==> src/rtl/deco_keyboard_buf.sv <==
// ---------------------------------------------------------------------------
// deco_keyboard_buf
//
// Purpose:
//   Detects key presses on the scanned key-code bus (one event per press, no
//   auto-repeat) and buffers them in an internal FIFO. A press of the send
//   key streams the buffered codes to the UART transmitter over a
//   valid/ready handshake.
//
// Optional feature:
//   DECO_KBD_BACKSPACE_EN - when defined, BKSP_CODE removes the newest
//   buffered entry instead of being stored as an ordinary key.
//
// Ports:
//   clk        in   sole clock, rising edge
//   rst        in   synchronous active-high reset
//   data       in   key code from the scanner (IDLE_CODE when released)
//   oData      out  FIFO head code under transmission (0 outside SEND)
//   oValid     out  oData is valid (SEND state only)
//   iReady     in   downstream accepts oData this cycle
//   send_data  out  one-cycle pulse on the first cycle of a burst
//   oBusy      out  high while in SEND
//   oCount     out  number of buffered entries (0..DEPTH)
//   oOverflow  out  sticky: a press was dropped because the FIFO was full
// ---------------------------------------------------------------------------
module deco_keyboard_buf #(
    parameter int                DATA_W    = 8,
    parameter int                DEPTH     = 16,
    parameter logic [DATA_W-1:0] IDLE_CODE = 8'h00,
    parameter logic [DATA_W-1:0] SEND_CODE = 8'h46,
    parameter logic [DATA_W-1:0] BKSP_CODE = 8'h42
) (
    input  logic                     clk,
    input  logic                     rst,
    input  logic [DATA_W-1:0]        data,
    output logic [DATA_W-1:0]        oData,
    output logic                     oValid,
    input  logic                     iReady,
    output logic                     send_data,
    output logic                     oBusy,
    output logic [$clog2(DEPTH):0]   oCount,
    output logic                     oOverflow
);

    localparam int PTR_W = $clog2(DEPTH);
    localparam int CNT_W = PTR_W + 1;
    localparam logic [CNT_W-1:0] FULL_CNT = CNT_W'(DEPTH);

    typedef enum logic [0:0] {
        ST_COLLECT = 1'b0,
        ST_SEND    = 1'b1
    } state_t;

    state_t              state_q,  state_d;
    logic [DATA_W-1:0]   d_q, d_p;
    logic [PTR_W-1:0]    wr_ptr_q, wr_ptr_d;
    logic [PTR_W-1:0]    rd_ptr_q, rd_ptr_d;
    logic [CNT_W-1:0]    count_q,  count_d;
    logic                ovf_q,    ovf_d;
    logic                send_q,   send_d;
    logic                valid_q,  valid_d;
    logic                push_s;
    logic                event_s;
    logic [DATA_W-1:0]   mem [DEPTH];

    // A press is a change to a non-idle code; key-to-key changes count too.
    assign event_s = (d_q != d_p) && (d_q != IDLE_CODE);

    // Input sampling pipeline: d_q is the current code, d_p the previous one.
    always_ff @(posedge clk) begin
        if (rst) begin
            d_q <= IDLE_CODE;
            d_p <= IDLE_CODE;
        end else begin
            d_q <= data;
            d_p <= d_q;
        end
    end

    // Next-state, FIFO pointer and flag logic.
    always_comb begin
        state_d  = state_q;
        wr_ptr_d = wr_ptr_q;
        rd_ptr_d = rd_ptr_q;
        count_d  = count_q;
        ovf_d    = ovf_q;
        send_d   = 1'b0;
        push_s   = 1'b0;
        case (state_q)
            ST_COLLECT: begin
                if (event_s) begin
                    if (d_q == SEND_CODE) begin
                        // An empty buffer makes the send key a no-op.
                        if (count_q != {CNT_W{1'b0}}) begin
                            state_d = ST_SEND;
                            send_d  = 1'b1;
                            ovf_d   = 1'b0;
                        end else begin
                            state_d = ST_COLLECT;
                        end
                    end
`ifdef DECO_KBD_BACKSPACE_EN
                    else if (d_q == BKSP_CODE) begin
                        // Undo the newest push; the backspace code itself is never stored.
                        if (count_q != {CNT_W{1'b0}}) begin
                            wr_ptr_d = wr_ptr_q - PTR_W'(1);
                            count_d  = count_q - CNT_W'(1);
                        end else begin
                            count_d  = count_q;
                        end
                    end
`endif
                    else begin
                        if (count_q != FULL_CNT) begin
                            push_s   = 1'b1;
                            wr_ptr_d = wr_ptr_q + PTR_W'(1);
                            count_d  = count_q + CNT_W'(1);
                        end else begin
                            ovf_d    = 1'b1;
                        end
                    end
                end else begin
                    state_d = ST_COLLECT;
                end
            end
            ST_SEND: begin
                // oValid is always high here, so iReady alone marks a transfer.
                // Key events are ignored for the whole burst.
                if (iReady) begin
                    rd_ptr_d = rd_ptr_q + PTR_W'(1);
                    count_d  = count_q - CNT_W'(1);
                    if (count_q == CNT_W'(1)) begin
                        state_d = ST_COLLECT;
                    end else begin
                        state_d = ST_SEND;
                    end
                end else begin
                    state_d = ST_SEND;
                end
            end
            default: begin
                state_d = ST_COLLECT;
            end
        endcase
        valid_d = (state_d == ST_SEND);
    end

    // State, pointer, count and registered output flags.
    always_ff @(posedge clk) begin
        if (rst) begin
            state_q  <= ST_COLLECT;
            wr_ptr_q <= {PTR_W{1'b0}};
            rd_ptr_q <= {PTR_W{1'b0}};
            count_q  <= {CNT_W{1'b0}};
            ovf_q    <= 1'b0;
            send_q   <= 1'b0;
            valid_q  <= 1'b0;
        end else begin
            state_q  <= state_d;
            wr_ptr_q <= wr_ptr_d;
            rd_ptr_q <= rd_ptr_d;
            count_q  <= count_d;
            ovf_q    <= ovf_d;
            send_q   <= send_d;
            valid_q  <= valid_d;
        end
    end

    // FIFO storage; contents need no reset because count/valid gate every read.
    always_ff @(posedge clk) begin
        if (push_s) begin
            mem[wr_ptr_q] <= d_q;
        end
    end

    // oData is forced to zero outside a burst so it never shows stale storage.
    assign oData     = valid_q ? mem[rd_ptr_q] : {DATA_W{1'b0}};
    assign oValid    = valid_q;
    assign oBusy     = valid_q;
    assign send_data = send_q;
    assign oCount    = count_q;
    assign oOverflow = ovf_q;

endmodule

==> config.mk <==
export PLATFORM = sky130hd
export DESIGN_NAME = deco_keyboard_buf
export DESIGN_NICKNAME = d
export VERILOG_FILES = /design/src/rtl/deco_keyboard_buf.sv
export SDC_FILE = /design/constraint.sdc
export NUM_CORES = 1
export LEC_CHECK = 0
export CAP_MARGIN = 20
export CORE_MARGIN = 1.5
export CORE_UTILIZATION = 40
export CTS_BUF_LIST = sky130_fd_sc_hd__clkbuf_2
export DETAILED_ROUTE_END_ITERATION = 8
export PLACE_DENSITY = 0.68
export SETUP_SLACK_MARGIN = 0.5
export SLEW_MARGIN = 20
export SYNTH_ARGS = -nofsm -noshare
export SYNTH_HDL_FRONTEND = slang
export SYNTH_SLANG_ARGS = --single-unit
==> constraint.sdc <==
create_clock -name clk -period 2.4 [get_ports clk]
set_clock_uncertainty 0.05 [all_clocks]
set_input_delay 0.72 -clock clk [delete_from_list [all_inputs] [get_ports clk]]
set_output_delay 0.72 -clock clk [all_outputs]
set_load 0.005 [all_outputs]
# After elaboration in Yosys (flattened, before gate mapping)
# Memories as Yosys holds them, arrays and structs flattened. A register that Yosys moved wholly into a read port is not among the register bits.
# Index checks and enable logic that the tools add are counted.
# totals
n_memories	1
latchBits	0
mem_bits_ro	0
ram_bits	128
ff_bits	32
elab_cells	56
inputBits	11
output_inout_bits	17
# op_classes
n_reduce_logical	8
eq_ne	10
shift	0
div_mod_pow	0
n_bitwise	2
n_lt_le_gt_ge	0
n_mul	0
add_sub_neg	4
muxes	23
# memory_table
name	words	width	rd	rd_clocked_by_memory_dff	wr	line	text
mem	16	8	1	1	1	64	logic [DATA_W-1:0] mem [DEPTH];
# op_table
op	count
two-way mux 5 bit	4
two-way mux 1 bit	14
AND reduction 4 bit	3
inequality test 2 bit, second input constant	5
one-hot mux 5 bit (2 select lines)	1
adder 4 x 1 -> 4 bit, second input constant	2
equality test 8 x 7 -> 1 bit, second input constant	1
two-way mux 4 bit	2
two-way mux 8 bit	1
inequality test 8 bit	1
nonzero test 8 bit	1
adder 5 x 1 -> 5 bit, second input constant	1
equality test 5 x 1 -> 1 bit, second input constant	1
inequality test 5 bit, second input constant	1
nonzero test 5 bit	1
subtractor 5 x 1 -> 5 bit, second input constant	1
inequality test 2 x 1 -> 1 bit, second input constant	1
NOT 1 bit	2
one-hot mux 1 bit (2 select lines)	1
AND reduction 2 bit	1
OR reduction 2 bit	1
logical AND 1 bit	1

# Longest topological paths before layout
# Gate-level depths: netlist (run 1).
# depth
depth_word	7
depth_mapped	8
ltp_nobuf	7

# Worst setup path after synthesis (run 1)
# No wires, ideal clock.
# synth_path
path_kind	reg2out
start	register (tool-made name)
end	output oData[0]
required_ns	1.630
path_buffers	2
path_slack_ns	-0.121
path_stages_with_launch	6
arrival_ns	1.751
cell_sequence	dfxtp_1 -> buf_2 -> buf_6 -> mux4_2 -> mux4_2 -> and2_1
# synth_lines
item	line	text
end, declared	36	output logic [DATA_W-1:0] oData,

==> metrics.csv, run 1 <==
metric,value,unit
largest net degree at the start of global routing,33,
Initial Util,41.0,%
post-route minimum period,3.50,ns
Post-synth ARST share,0,%
syn avg cell area,17.5,µm²
Crit. End Element,output pin,
worst reg2reg startpoint,oCount[0],
Synth area leader,edfxtp_1,
"Power, Total",5.15,mW
Synth top area share,58.7,%
FF-to-FF End,mem[5][3],
Place WS,-0.573,ns
initial antenna violation count,0,
Leak,2.80,nW
area of the multi-input gates,2070,µm²
Final Cycle Share,146,%
wire length per cell,20.2,µm
setup violators final,8,
register area share after synthesis,69.8,%
GRT Overall Usage,17.6,%
Final Wtd Congestion,0.857,
syn nets,392,
status,"complete, but fails checks",
Worst EP required,1.63,ns
num rows,46,
Clk pwr share,25.8,%
worst-case reg-to-reg path depth,8,
Routed Antenna Nets,0,
Clock Tree Root,clkbuf_2,
switching share of power,25.0,%
Ports,28,
worst skew pair latency,0.68,ns
"Top FF cell, synth",edfxtp_1,
DRC violation count after routing,0,
I/O Buffers,27,
synthesis-to-layout area growth,25.5,%
RSZ-0062 raised after global routing,yes,
hold path startpoint,rd_ptr_q[1],
power share of the combinational group,11.6,%
highest clock rate,286,MHz
# fillers,1300,
area of the core,15900,µm²
clock buffer count from CTS,17,
layout cell share with drive strength beyond 1,44.9,%
Clock transition at path regs,0.22,ns
drt via density,5.25,
Clock Path Buffers,2,
Starting DRT DRC Count,237,
r2r setup slk,0.35,ns
Gate Count Post-Synth,373,
Post-synth EDFFs,128,
register share of total power,62.7,%
FF+latch area,4610,µm²
Max Fanout on Critical Path,7,
"flops & latches, synth",164,
placed insts,616,
First-pass DRT Iterations,4,
Mapped Area,6540,µm²
IR Drop Worst-Case VDD,0.404,mV
"non-filler cells, final",701,
Die Wd,131,µm
power per cell area,627,nW/µm²
Hold Path Class,reg -> reg,
Detailed Route WL,14.1,mm
Synth cell types,46,
first-pass GRT wire length,21.4,mm
Final Hold Viols,0,
critical setup path kind,reg -> out,
vias in the first global route,3790,
NumNets Final,491,
NetSw,1.29,mW
internal power,3.87,mW
actual slew at the worst max-slew pin,0.430,ns
Overflow after GRT,0,
die height,131,µm
Yosys warning count,0,
DP HPWL,8.69,mm
ANT cells,0,
largest cells by area after synthesis,"edfxtp_1 59%, mux4_2 14%, dfxtp_1 11%, nor2b_1 1.8%, and3_1 1.5%",
CTS Sinks,164,
"Slew Viols, Final",0,
max_cap viols,0,
"Arr. time, crit path",2.73,ns
CTS tree,done,
vias,3680,
die area,17100,µm²
Worst slew margin,71.3,%
startpoint types,register,
final critical-path setup slack,-1.10,ns
hold path depth,2,
H-tree Lvls,4,
failing checks,setup timing,
[registers in the layout (all words and copies together) (netlist names), named ones only]
signal	count
send_data	1
wr_ptr_q	4
mem	128
oBusy	1
rd_ptr_q	4
oCount	5
d_p	8
d_q	8
oOverflow	1
[routing by layer]
layer	up-vias	routed length (µm)	track usage [%]
met1	1884	6050	22.4
met2	115	7190	30.1
met5	-	0	0
li1	1666	-	-
met3	15	702	4.56
met4	0	192	4.85
[through the flow]
step                      TNS (ns)  area [µm²]  hold WS, ns  util (%)
after floorplan             -0.411        6730        0.418         -
after global placement       -4.37        7330        0.440      46.0
after detailed placement     -4.48        7330        0.443      46.0
after CTS                    -9.00        8010        0.442      50.3
after global routing         -9.55        8210        0.421      51.5
final                        -8.45        8210        0.470      51.5
[power by group through the flow]
stage                     sequential [mW]  clock (mW)  combinational (mW)
after CTS                            3.23        1.36               0.558
after detailed placement             3.30           0               0.457
final                                3.23        1.33               0.595
after floorplan                      3.30           0               0.289
after global placement               3.30           0               0.442
after global routing                 3.24        1.47               0.642
[Yosys cell counts (4+ instances only)]
cell	n
edfxtp_1	128
and3_1	16
nand3_1	8
dfxtp_1	36
and2_1	10
mux4_2	40
nand2_1	9
a21oi_1	11
ha_1	8
clkbuf_1	8
nor3_1	4
inv_1	6
buf_1	6
nor2_1	13
nor2b_1	19
xnor2_1	10
[final cells by class]
cell class / instances / area share [%]
Clock inverter: 12 / 1.28
Inverter: 6 / 0.305
Multi-Input combinational cell: 184 / 25.3
Sequential cell: 164 / 56.1
Timing Repair Buffer: 99 / 12.5
Clock buffer: 20 / 1.22
Tap cell: 216 / 3.29
[critical path, stage by stage (launching register included)]
cell	delay [ns]
dfxtp_4	0.47
buf_6	0.12
buf_12	0.09
buf_16	0.12
mux4_2	0.51
mux4_2	0.48
and2_4	0.15
buf_6	0.10
[worst max-delay path by stage]
stage,startpoint,end,slack (ns),cells past startpoint
detailed placement,register,oData[6],-0.57,5
global placement,register,oData[6],-0.57,5
global route,register,oData[4],-1.23,7
CTS,register,oData[2],-1.19,7
floorplan,register,oData[0],-0.05,5
finish,register,oData[4],-1.10,7
[cells by family after synthesis]
family / synth area share [%]
xor gates and xnor gates: 1.74
adders and majority gates: 1.53
AOI/OAI and AO/OA: 2.77
and+or+nand+nor: 8.09
muxes: 14.1
buffers and inverters: 2.01
DFF: 69.8
[cells in the final DEF, fill, tap and decap left out, types with 3 or more instances in the layout]
cell type / count
a21oi_1: 8
and2_1: 4
and2_4: 6
and3_4: 16
buf_12: 7
buf_2: 3
buf_4: 41
buf_6: 32
buf_8: 3
clkbuf_2: 21
clkdlybuf4s50_1: 10
clkinv_1: 3
dfxtp_1: 20
dfxtp_2: 7
dfxtp_4: 9
edfxtp_1: 128
ha_1: 7
inv_1: 4
inv_6: 4
mux4_2: 40
nand2_1: 9
nand3_1: 8
nand4_1: 3
nor2_1: 12
nor2_4: 3
nor2b_1: 19
nor3_1: 4
xnor2_1: 10
xor2_1: 3
[repair_timing]
| item | 4_1_cts | 5_1_grt |
|---|---|---|
| pin swaps | 29 | 13 |
| hold buffers | 0 | 0 |
| setup endpoints to repair | 148 | 154 |
| resized for setup | 121 | 20 |
| buffers inserted | 36 | 13 |
| cloned | 4 | 0 |
Note: power is estimated with default switching activity, not from simulation.
==> run 2: changes to the inputs <==
--- a/config.mk
+++ b/config.mk
@@ -9,6 +9,7 @@
 export CORE_MARGIN = 1.5
 export CORE_UTILIZATION = 40
 export CTS_BUF_LIST = sky130_fd_sc_hd__clkbuf_2
+export CTS_CLUSTER_SIZE = 20
 export DETAILED_ROUTE_END_ITERATION = 8
 export PLACE_DENSITY = 0.68
 export SETUP_SLACK_MARGIN = 0.5
==> results of run 2 <==
No change in the layout: final DEF, timing and power equal those of run 1.
==> variant 1: new RTL, settings of run 1 <==
The parameter `DEPTH` goes from 16 to 8.
--- a/src/rtl/deco_keyboard_buf.sv
+++ b/src/rtl/deco_keyboard_buf.sv
@@ -26,5 +26,5 @@
 module deco_keyboard_buf #(
     parameter int                DATA_W    = 8,
-    parameter int                DEPTH     = 16,
+    parameter int                DEPTH     = 8,
     parameter logic [DATA_W-1:0] IDLE_CODE = 8'h00,
     parameter logic [DATA_W-1:0] SEND_CODE = 8'h46,
Ports: changed (resized oCount); port bits go from 28 to 27. No check against the original RTL was run, so the function may have changed too.
==> variant 1 against run 1 <==
- the flow still finishes with violations (negative setup slack)
- cell area decreased by 37%
- power decreased by 35%
- worst setup slack improved by 0.69 ns
- clock power decreased by 35%
- final cell count decreased by 34%
- via count decreased by 37%
- sequential cell count decreased by 68
- wire length decreased by 46%
- worst hold slack improved by 0.0022 ns
- area after synthesis decreased by 41%
- largest power group unchanged
- highest routed layer unchanged
==> variant 1: results (changes against run 1) <==
* Initial antenna violation count at 0 (unchanged)
* Static Leak at 1.82 nW (was 2.80 nW)
* Cell total after placement at 407 (was 616)
* Clock slew seen by the registers of the worst setup and hold paths at 0.24 ns (was 0.22 ns)
* Layout cell share with drive strength beyond 1 at 44.0% (was 44.9%)
* Num CTS Buffers at 9 (was 17)
* Yosys warning count at 0 (unchanged)
* Mapped Nets at 264 (was 392)
* Crit path max fanout at 4 (was 7)
* Seq/Total Area, Yosys at 66.7% (was 69.8%)
* Top Registers: mem x64, d_p x8, d_q x8 (was mem x128, d_p x8, d_q x8)
* Least-Margin Pin Slew at 0.576 ns (was 0.430 ns)
* WL final at 7560 µm (was 14,100 µm)
* Startpoint Class: flip-flop (unchanged)
* Violated checks: negative setup slack (unchanged)
* Worst vdd ir at 428 µV (was 404 µV)
* Post-synth top cells: edfxtp_1 (64), dfxtp_1 (32), nor2b_1 (26) (was edfxtp_1 (128), mux4_2 (40), dfxtp_1 (36))
* Mapped Cells at 248 (was 373)
* H-tree levels at 3 (was 4)
* Antenna diodes at 0 (unchanged)
* DP Wirelength at 4430 µm (was 8690 µm)
* Vias in the first global route at 2,295 (was 3,790)
* First-pass GRT wire length at 12,100 µm (was 21,400 µm)
* Buffers on Ports at 26 (was 27)
* Pin count of the biggest net entering global routing at 18 (was 33)
* Distinct cells, synth at 38 (was 46)
* Final setup violation count at 8 (unchanged)
* Routability Congestion at 0.728 (was 0.857)
* Worst EP arrival at 2.04 ns (was 2.73 ns)
* Filler cell count in the final layout at 744 (was 1,300)
* Drt first-iter violations at 72 (was 237)
* Nets at 343 (was 491)
* Type of the most critical hold path: flip-flop to flip-flop (unchanged)
* Final Non-Filler Cells at 461 (was 701)
* Status: finished, violations left (unchanged)
* Total track usage at 16.3% (was 17.6%)
* Ranking of synthesized cells by area: edfxtp_1 (50%), dfxtp_1 (17%), mux4_2 (9.4%), nor2b_1 (4.2%), mux2i_1 (2.3%) (was edfxtp_1 (59%), mux4_2 (14%), dfxtp_1 (11%), nor2b_1 (1.8%), and3_1 (1.5%))
* Post-synth EDFFs at 64 (was 128)
* Power Internal at 2.51 mW (was 3.87 mW)
* Cell Area, Placed at 0.00452 mm² (was 0.00733 mm²)
* Worst skew pair latency at 0.52 ns (was 0.68 ns)
* Fin worst setup slack at -0.411 ns (was -1.10 ns)
* First drt pass iteration count at 4 (unchanged)
* Routed vias/inst at 5.02 (was 5.25)
## variant 1: kinds of logic after synthesis
| kind of cell | after synthesis | share of synthesized area [%] |
|---|---|---|
| DFF | 96 | 66.7 |
| and+or+nand+nor | 71 | 10.8 |
| muxes | 28 | 12.6 |
| AOI/OAI and AO/OA | 19 | 3.32 |
| buffers and inverters | 17 | 2.18 |
| xor gates and xnor gates | 12 | 2.74 |
| adders and majority gates | 5 | 1.63 |
## variant 1: path summary, 6_finish.rpt
check,slack [ns],startpoint,end,depth (start not counted)
worst max-delay path,-0.41,flip-flop,oData[0],6
worst min-delay path,0.47,rd_ptr_q[1]$_SDFFE_PP0P_,flip-flop,2
worst max register to register,0.46,oCount[1]$_SDFFE_PP0P_,mem[2][7]$_DFFE_PP_,9
worst min register to register,0.47,rd_ptr_q[1]$_SDFFE_PP0P_,flip-flop,2
## variant 1: metrics by stage
stage          power [mW]  setup slack (ns)  util (%)  TNS (ns)  hold WS, ns
3_3_place_gp         2.36           -0.0626      48.7    -0.265        0.421
4_1_cts              3.32            -0.485      54.6     -3.40        0.468
5_1_grt              3.48            -0.571      56.0     -4.28        0.493
3_5_place_dp         2.38           -0.0732      48.7    -0.369        0.442
6_report             3.33            -0.411      56.0     -3.00        0.472
2_1_floorplan        2.24             0.368         -         0        0.404
## variant 1: worst max-delay path, stage by stage, from the launching register on
cell and delay [ns]:
dfxtp_4 0.46, buf_12 0.13, buf_6 0.09, mux4_2 0.48, mux2i_1 0.18, nor2b_1 0.06
buf_2 0.12
## variant 1: layout make-up
type	instances	share of cell area [%]
clock inverters	7	1.83
clock buffers	9	0.866
well taps	129	3.10
multi-input cells	136	27.2
repair buffers	80	16.3
flip-flops and latches	96	50.3
inverters	4	0.433
## variant 1: timing repair
| action | 4_1_cts | 5_1_grt |
|---|---|---|
| gates cloned | 3 | 0 |
| hold endpoints to repair | 0 | 0 |
| setup endpoints to repair | 81 | 80 |
| pin swaps | 6 | 3 |
| setup buffers | 29 | 6 |
| gates resized for setup | 111 | 15 |
## variant 1: power by group through the flow
stage          Clock [mW]  Combinational (mW)  Sequential, mW
6_report            0.860               0.508            1.96
4_1_cts             0.889               0.472            1.96
3_3_place_gp            0               0.359            2.01
3_5_place_dp            0               0.368            2.01
5_1_grt             0.957               0.552            1.98
2_1_floorplan           0               0.257            1.98
## variant 1: per-layer routing
metal	wire length [µm]	vias up	GRT usage, %	share of wire, %
met1	3250	1157	19.9	43
li1	-	1092	-	-
met5	0	-	0	0
met3	399	2	4.99	5.3
met4	28	0	4.27	0.37
met2	3890	63	28.2	51
==> variant 2: new RTL, config.mk and constraints of run 1 <==
Without the edit above. Put one more register stage on the output `oOverflow`, cleared by the reset. The value now appears one clock later. The other outputs are not delayed to match.
--- a/src/rtl/deco_keyboard_buf.sv
+++ b/src/rtl/deco_keyboard_buf.sv
@@ -180,5 +180,11 @@
     assign send_data = send_q;
     assign oCount    = count_q;
-    assign oOverflow = ovf_q;
+    always_ff @(posedge clk) begin
+        if (rst) begin
+            oOverflow <= '0;
+        end else begin
+            oOverflow <= ovf_q;
+        end
+    end
 
 endmodule
Function: no difference found for any inputs over 10 cycles, from zero or initial values and one cycle with rst high; that may be too few to reach the edited logic, so the function may still have changed.
==> variant 2 against run 1 <==
- the flow still finishes with violations (negative setup slack)
- sequential cell count increased by 1
- core utilization up 1.7 points
- cell area grew 4.0%
- power is 3.3% higher
- wire length up 1.4%
- die area increased by 1.3%
- combinational power increased by 2%
- non-clock buffer count rose by 9
- global-route usage decreased by 0.50 points
- worst setup slack gained 0.0061 ns
- count of clock-buffer cells in the layout fell by 1
- area after synthesis grew 1.3%
- sequential share of layout area decreased by 1.9 points
- critical endpoint is now oData[7]
- largest cell class unchanged
==> variant 2: results (changes against run 1) <==
* Cell Area, Placed at 0.00734 mm² (was 0.00733 mm²)
* Distinct cells, synth at 40 (was 46)
* Nets at 505 (was 491)
* Delay of the slowest critical-path stage at 0.52 ns
* Vias in the first global route at 3,902 (was 3,790)
* Cell total after placement at 631 (was 616)
* Antenna diodes at 0 (unchanged)
* Critical-path cell with the highest stage delay: mux4_2 (unchanged)
* Hold Path Depth at 1 (was 2)
* Status: finished, violations left (unchanged)
* Async S/R FF share, synth at 0% (unchanged)
* Static Leak at 2.92 nW (was 2.80 nW)
* Total track usage at 17.1% (was 17.6%)
* Violated checks: negative setup slack (unchanged)
* Rel. slew slack at 56.6% (was 71.3%)
* Worst skew pair latency at 0.71 ns (was 0.68 ns)
* First drt pass iteration count at 4 (unchanged)
* Reg2reg setup slack at 0.21 ns (was 0.35 ns)
* Fin worst setup slack at -1.09 ns (was -1.10 ns)
* Mapped Nets at 396 (was 392)
* First-pass GRT wire length at 22,000 µm (was 21,400 µm)
* Mapped Cells at 377 (was 373)
* Post-synth top cells: edfxtp_1 (128), dfxtp_1 (37), mux4_2 (23) (was edfxtp_1 (128), mux4_2 (40), dfxtp_1 (36))
* Seq/Total Area, Yosys at 69.2% (was 69.8%)
* Startpoint Class: flip-flop (unchanged)
* Ranking of synthesized cells by area: edfxtp_1 (58%), dfxtp_1 (11%), mux4_2 (7.8%), mux4_1 (6.7%), nor2b_1 (2.0%) (was edfxtp_1 (59%), mux4_2 (14%), dfxtp_1 (11%), nor2b_1 (1.8%), and3_1 (1.5%))
* Crit path max fanout at 6 (was 7)
* Filler cell count in the final layout at 1,263 (was 1,300)
* Layout cell share with drive strength beyond 1 at 47.3% (was 44.9%)
* R2r startpoint: oBusy$_SDFF_PP0_ (was oCount[0]$_SDFFE_PP0P_)
* Aggregate global routing overflow at 0 (unchanged)
* WL final at 14,300 µm (was 14,100 µm)
* Top Registers: mem x128, d_p x8, d_q x8 (unchanged)
* Final setup violation count at 8 (unchanged)
* Post-synth EDFFs at 128 (unchanged)
* Hold slack final at 0.458 ns (was 0.470 ns)
* Num CTS Buffers at 17 (unchanged)
* Setup TNS at -8.45 ns (about the same)
* Syn Area/Cell at 17.6 µm² (was 17.5 µm²)
* Post-Place Worst Slack at -0.619 ns (was -0.573 ns)
* Buffers on Ports at 27 (unchanged)
* Worst EP arrival at 2.72 ns (was 2.73 ns)
* DP Wirelength at 8540 µm (was 8690 µm)
* Routability Congestion at 0.837 (was 0.857)
* Drt first-iter violations at 285 (was 237)
* Clock tree buffer depth at 2 (unchanged)
* Final Non-Filler Cells at 713 (was 701)
* HP Start: ovf_q$_SDFFE_PP0P_ (was rd_ptr_q[1]$_SDFFE_PP0P_)
* Root buf cell: clkbuf_2 (unchanged)
* Worst vdd ir at 323 µV (was 404 µV)
* R2R cell count at 10 (was 8)
* Vias at 3,684 (was 3,680)
-- variant 2: path summary, 6_finish.rpt --
check | endpoint
worst max register to register | mem[7][6]$_DFFE_PP_
worst min-delay path | oOverflow$_SDFF_PP0_
worst max-delay path | oData[7]
worst min register to register | oOverflow$_SDFF_PP0_
-- variant 2: final cells by class --
class | count | area, µm² | share of cell area (%)
Clock inverter | 11 | 135 | 1.58
Inverter | 7 | 26.3 | 0.308
Timing Repair Buffer | 108 | 1220 | 14.3
Clock buffer | 19 | 95.1 | 1.11
Multi-Input combinational cell | 187 | 2160 | 25.3
Tap cell | 216 | 270 | 3.16
Sequential cell | 165 | 4630 | 54.3
-- variant 2: logic make-up (layout without fill, tap and decap cells) --
kind of cell | count (synthesis) | count (layout) | share of synthesized area [%]
XOR/XNOR | 11 | 11 | 1.45
AND/OR/NAND/NOR | 98 | 98 | 8.17
AO/OA/AOI/OAI | 29 | 29 | 2.81
multiplexers | 41 | 41 | 14.7
adder cells (fa/ha/maj) | 8 | 8 | 1.51
flip-flops | 165 | 165 | 69.2
buffers and inverters | 25 | 145 | 2.17
-- variant 2: repair_timing --
item | 4_1_cts | 5_1_grt
buffers inserted | 38 | 11
pin swaps | 17 | 6
resized for setup | 165 | 40
endpoints found under the hold margin | 0 | 0
endpoints found under the setup margin | 148 | 152
gates cloned | 3 | 0
-- variant 2: routing by layer --
layer | GRT usage, % | part of all wire, % | vias up
li1 | - | - | 1702
met1 | 21.6 | 41 | 1853
met2 | 29.3 | 52 | 116
met3 | 3.96 | 5.5 | 13
met4 | 5.62 | 1.5 | 0
met5 | 0 | 0 | -
-- variant 2: where the power goes --
part | internal (mW) | switching [mW]
Sequential | 3.19 | 0.0620
Clock | 0.567 | 0.895
Combinational | 0.316 | 0.289
Total | 4.08 | 1.25
